--- src/rtl/qfilt_buf.sv ---
`default_nettype none
// ============================================================================
// Module   : qfilt_buf
// Brief    : Tagged-union stream filter with a small committed-entry output
//            FIFO. Items whose tag is enabled in SEL_MASK are passed; eot bits
//            of dropped items are OR-merged into the last passed item.
// Revision : 1.0 - initial release
// ============================================================================
module qfilt_buf #(
  parameter int                      W_DIN      = 16,
  parameter int                      W_DOUT     = 16,
  parameter int                      W_CTRL     = 1,
  parameter int                      LVL        = 1,
  parameter logic [(1<<W_CTRL)-1:0]  SEL_MASK   = 'b01,
  parameter int                      DEPTH      = 2,
  parameter bit                      DROP_EMPTY = 1'b1
) (
  input  logic                          clk,
  input  logic                          rst,
  input  logic                          din_valid,
  output logic                          din_ready,
  input  logic [W_DIN+W_CTRL+LVL-1:0]   din_data,
  output logic                          dout_valid,
  input  logic                          dout_ready,
  output logic [W_DOUT+LVL-1:0]         dout_data
);

  localparam int c_w_ent = W_DOUT + LVL;
  localparam int c_w_ptr = (DEPTH > 1) ? $clog2(DEPTH) : 1;
  localparam int c_w_cnt = $clog2(DEPTH + 1);
  localparam logic [c_w_cnt-1:0] c_depth   = c_w_cnt'(DEPTH);
  localparam logic [c_w_cnt-1:0] c_cnt_one = c_w_cnt'(1);
  localparam logic [c_w_ptr-1:0] c_last    = c_w_ptr'(DEPTH - 1);
  localparam logic [c_w_ptr-1:0] c_ptr_one = c_w_ptr'(1);

  // Input field split: {eot, ctrl, data}
  logic [LVL-1:0]    w_din_eot;
  logic [W_CTRL-1:0] w_din_ctrl;
  logic [W_DOUT-1:0] w_din_dat;
  logic              w_din_unused;

  assign w_din_eot    = din_data[W_DIN+W_CTRL+LVL-1 -: LVL];
  assign w_din_ctrl   = din_data[W_DIN+W_CTRL-1 -: W_CTRL];
  assign w_din_dat    = din_data[W_DOUT-1:0];
  // Upper data bits beyond W_DOUT are intentionally discarded
  assign w_din_unused = ^din_data;

  // Pending item register P
  logic              p_valid_q, p_valid_d;
  logic [LVL-1:0]    p_eot_q, p_eot_d;
  logic [W_DOUT-1:0] p_data_q, p_data_d;

  // Committed-entry FIFO F
  logic [c_w_ent-1:0] mem_q [DEPTH];
  logic [c_w_ent-1:0] mem_d [DEPTH];
  logic [c_w_ptr-1:0] wr_ptr_q, wr_ptr_d;
  logic [c_w_ptr-1:0] rd_ptr_q, rd_ptr_d;
  logic [c_w_cnt-1:0] cnt_q, cnt_d;

  logic               w_sel, w_din_full, w_p_full, w_pop, w_space;
  logic               w_need_push, w_push, w_accept;
  logic [c_w_ent-1:0] w_push_ent;

  assign w_sel      = SEL_MASK[w_din_ctrl];
  assign w_din_full = &w_din_eot;
  assign w_p_full   = p_valid_q && (&p_eot_q);
  assign dout_valid = (cnt_q != '0);
  assign w_pop      = dout_valid && dout_ready;
  // A push is possible when F has a free slot or its head leaves this edge
  assign w_space    = (cnt_q < c_depth) || w_pop;
  assign dout_data  = dout_valid ? mem_q[rd_ptr_q] : '0;

  // Filter decision: what (if anything) is pushed and how P evolves
  always_comb begin
    p_valid_d   = p_valid_q;
    p_eot_d     = p_eot_q;
    p_data_d    = p_data_q;
    w_need_push = 1'b0;
    w_push      = 1'b0;
    w_accept    = 1'b0;
    w_push_ent  = '0;
    din_ready   = 1'b1;
    if (w_p_full) begin
      // A closed item waits in P; it must be committed before anything else
      din_ready = 1'b0;
      if (w_space) begin
        w_push     = 1'b1;
        w_push_ent = {p_eot_q, p_data_q};
        p_valid_d  = 1'b0;
      end
    end else begin
      // Classification uses only din_data so ready is independent of valid
      if (w_sel) begin
        if (p_valid_q) begin
          w_need_push = 1'b1;
          w_push_ent  = {p_eot_q, p_data_q};
        end else if (w_din_full) begin
          w_need_push = 1'b1;
          w_push_ent  = {w_din_eot, w_din_dat};
        end
      end else if (p_valid_q) begin
        if (w_din_full) begin
          w_need_push = 1'b1;
          w_push_ent  = {p_eot_q | w_din_eot, p_data_q};
        end
      end else if (w_din_full && !DROP_EMPTY) begin
        w_need_push = 1'b1;
        w_push_ent  = {w_din_eot, {W_DOUT{1'b0}}};
      end
      din_ready = !w_need_push || w_space;
      w_accept  = din_valid && din_ready;
      w_push    = w_accept && w_need_push;
      if (w_accept) begin
        if (w_sel) begin
          // A closing selected item goes straight to F only when P is empty
          if (p_valid_q || !w_din_full) begin
            p_valid_d = 1'b1;
            p_eot_d   = w_din_eot;
            p_data_d  = w_din_dat;
          end
        end else if (p_valid_q) begin
          p_eot_d = p_eot_q | w_din_eot;
          if (w_din_full) begin
            p_valid_d = 1'b0;
          end
        end
      end
    end
  end

  // FIFO write/read pointers, occupancy and storage update
  always_comb begin
    mem_d    = mem_q;
    wr_ptr_d = wr_ptr_q;
    rd_ptr_d = rd_ptr_q;
    cnt_d    = cnt_q;
    if (w_push) begin
      mem_d[wr_ptr_q] = w_push_ent;
      wr_ptr_d = (wr_ptr_q == c_last) ? '0 : wr_ptr_q + c_ptr_one;
    end
    if (w_pop) begin
      rd_ptr_d = (rd_ptr_q == c_last) ? '0 : rd_ptr_q + c_ptr_one;
    end
    case ({w_push, w_pop})
      2'b10:   cnt_d = cnt_q + c_cnt_one;
      2'b01:   cnt_d = cnt_q - c_cnt_one;
      default: cnt_d = cnt_q;
    endcase
  end

  // Control state registers with synchronous reset
  always_ff @(posedge clk) begin
    if (rst) begin
      p_valid_q <= 1'b0;
      p_eot_q   <= '0;
      p_data_q  <= '0;
      wr_ptr_q  <= '0;
      rd_ptr_q  <= '0;
      cnt_q     <= '0;
    end else begin
      p_valid_q <= p_valid_d;
      p_eot_q   <= p_eot_d;
      p_data_q  <= p_data_d;
      wr_ptr_q  <= wr_ptr_d;
      rd_ptr_q  <= rd_ptr_d;
      cnt_q     <= cnt_d;
    end
  end

  // FIFO storage; contents are qualified by cnt so no reset is needed
  always_ff @(posedge clk) begin
    mem_q <= mem_d;
  end

endmodule
`default_nettype wire
--- config.mk ---
export PLATFORM = sky130hd
export DESIGN_NAME = qfilt_buf
export DESIGN_NICKNAME = d
export VERILOG_FILES = /design/src/rtl/qfilt_buf.sv
export SDC_FILE = /design/constraint.sdc
export NUM_CORES = 1
export LEC_CHECK = 0
export CORE_MARGIN = 2
export CORE_UTILIZATION = 50
export CTS_CLUSTER_DIAMETER = 40
export DETAILED_ROUTE_END_ITERATION = 8
export GPL_TIMING_DRIVEN = 0
export PLACE_DENSITY = 0.75
export SYNTH_ARGS = -nofsm -noshare
export SYNTH_HDL_FRONTEND = slang
export SYNTH_SLANG_ARGS = --single-unit
--- constraint.sdc ---
create_clock -name clk -period 6.6 [get_ports clk]
set_input_delay 0.99 -clock clk [delete_from_list [all_inputs] [get_ports clk]]
set_output_delay 0.99 -clock clk [all_outputs]
set_load 0.02 [all_outputs]
==> reports/metrics.yaml <==
status:
  status: "complete, no violations"
sta:
  post-route-min-period_ns: 3.56
  finalMaxSlewViolations: 0
  slew_headroom: 0.433
  worstMarginPinSlew_ns: 0.850
  setup_viol: 0
  period_share: 0.540
  rsz0062_at_grt: "false"
  hold_viol: 0
  fmax_mhz: 281
  fin_tns_setup_ns: 0
  whs_ns: 0.478
  skew_ns: 0.0128
synthesis:
  avgSynthCellArea_um2: 11.4
  ys_types: 30
  synthCells: 216
  ys_seq_elements: 56
  synth_area_um2: 2460
  syn_nets: 239
  ys_warn_count: 0
  yosysSeqAreaShare: 0.593
setup_path:
  r2r-start: "cnt_q[1]$_SDFFE_PP0P_"
  max_stage_delay_ns: 0.61
  end_kind: "output port"
  cp_top_family: "buffers and inverters"
  r2r_cells: 4
  path_cells: "clkdlybuf4s50_1 -> nand2b_1 -> nand2_1 -> a21oi_1 -> a21oi_1 -> clkdlybuf4s50_1"
  r2r_end: "mem_q[1]$_DFFE_PP_"
  startpoint_type: "input pin"
  critPathMaxFanout: 6
  crit_slowest_cell: "clkdlybuf4s50_1"
  critPathKind: "in2out"
  cp.arrival_ns: 2.57
  reg2reg_setup_slack_ns: 4.42
  worstPathRequired_ns: 5.61
  path_buf_inv: 2
cts:
  insertion_delay_ns: 0.31
  cts_setup_buffers: 0
  clock_sinks: 56
  clk_pin_slew_ns: 0.08
  htreeDepth: 2
  cts_tree: "done"
  cts_hold_buf: 0
  cts-buffers-inserted: 5
  clock_path_buffers: 2
  root_buffer: "clkbuf_8"
  cts-resized-gates: 0
finish:
  final_nets: 287
  final_cell_mix: "clkdlybuf4s50_1, edfxtp_1, nor2_1, a21oi_1, dfxtp_1"
  syn_to_final_growth_pct: 23.9
  drive_gt1_frac: 0.0642
  final_common_cell: "clkdlybuf4s50_1"
  diodes: 0
floorplanning:
  design.die.area_um2: 5500
  initial_utilization: 0.522
  die_y_um: 74.2
  dieWidth_um: 74.2
  pin_count: 41
  coreArea_um2: 4720
  core.rowCount: 25
route:
  firstDrtPassIters: 5
  antenna_left: 0
  vias_per_cell: 5.28
  wirelength_mm: 4.69
  dr_wl_met3_um: 153
  vias: 1754
  highest_layer: "met4"
  drt-initial-drc-count: 135
  wl_per_cell_um: 14.1
  met2_length_mm: 2.21
  drt-met1-wl_mm: 2.25
  drc_errors: 0
job:
  max_cap_violations: 0
place:
  io_buffers: 40
  hpwl_mm: 3.34
  routabilityCongestion: 0.775
worst_hold_path:
  hold_end: "p_data_q[3]$_SDFFE_PP0P_"
  min_path_type: "reg2reg"
  hold_depth: 2
  hp-start: "p_data_q[3]$_SDFFE_PP0P_"
power:
  vdd_ir_drop_max_v: 0.000126
  finalPower_uw: 714
  p_leak_uw: 0.00100
  power_density_nw_per_um2: 234
grt:
  grt_pass1_vias: 1521
  grt_pass1_wl_mm: 7.45
  antenna_found_initial: 0
  grt_max_degree: 18
  grt_usage: 0.183
  overflow: 0
## worst max path at each step
stage                       startpoint                  end  slack (ns)  cells after the start
after global placement       din_valid  mem_q[11]$_DFFE_PP_        2.66                      7
after CTS                    din_valid   mem_q[0]$_DFFE_PP_        2.95                      7
after detailed placement     din_valid  mem_q[11]$_DFFE_PP_        2.61                      7
final                     din_data[17]            din_ready        3.04                      6
after floorplan              din_valid   mem_q[0]$_DFFE_PP_        3.57                      6
after global routing      din_data[17]            din_ready        2.91                      6
## layout make-up
cell class | count | area (µm²)
Multi-Input combinational cell | 142 | 917
Clock inverter | 1 | 8.76
Buffer | 15 | 76.3
Tap cell | 67 | 83.8
Sequential cell | 56 | 1460
Inverter | 3 | 11.3
Fill cell | 396 | 1670
Timing Repair Buffer | 41 | 408
Clock buffer | 7 | 86.3
## cell families after synthesis
kind of cell | Yosys count | share of synthesized area
fa+ha+maj | 1 | 0.00508
mux | 18 | 0.0752
buf+inv | 18 | 0.0355
simple gates | 59 | 0.129
flops | 56 | 0.593
compound gates | 61 | 0.151
xor+xnor | 3 | 0.0107
## Yosys cell counts (all sizes together)
library cell,count,area [µm²]
nand3b,16,120
nand2,6,22.5
dfxtp,22,440
o21ai,19,95.1
nand2b,3,18.8
clkbuf,10,37.5
inv,3,11.3
a22o,16,140
xnor2,2,17.5
ha,1,12.5
or2b,1,7.51
a21oi,22,110
buf,5,38.8
a21o,1,7.51
or4,1,11.3
nor2b,3,21.3
mux2i,17,170
or3,1,6.26
a21boi,1,7.51
edfxtp,34,1020
xor2,1,8.76
mux2,1,15.0
a31oi,2,12.5
nand4,1,6.26
nor2,27,104
## routing by layer
layer / global-route usage / vias to the layer above
li1: - / 888
met1: 0.264 / 815
met2: 0.277 / 44
met3: 0.0407 / 7
met4: 0.0606 / 0
met5: 0 / -
## per-stage QoR
step,instance area [µm²],setup WS (ns),std cells,utilization
CTS,3040,2.95,331,0.644
global placement,2950,2.66,323,0.624
detailed placement,2950,2.61,323,0.624
global route,3050,2.91,332,0.646
finish,3050,3.04,332,0.646
floorplan,2460,3.57,216,-
## flip-flops by register name, indices dropped and copies added, names as in the netlist
signal     flops
wr_ptr_q       1
mem_q         34
p_valid_q      1
rd_ptr_q       1
cnt_q          2
p_data_q      16
p_eot_q        1
## power by group
| part | internal [µW] | switching, µW |
|---|---|---|
| Sequential | 380 | 4.37 |
| Combinational | 64.0 | 73.9 |
| Clock | 86.1 | 106 |
| Total | 530 | 184 |
## worst reg2reg max path: stages, from the launching register on
cell and delay (ns):
dfxtp_1 0.35, nor2b_1 0.15, or4_4 0.53, buf_6 0.14
nor2_2 0.64
Power figures use the tool's default switching activity.
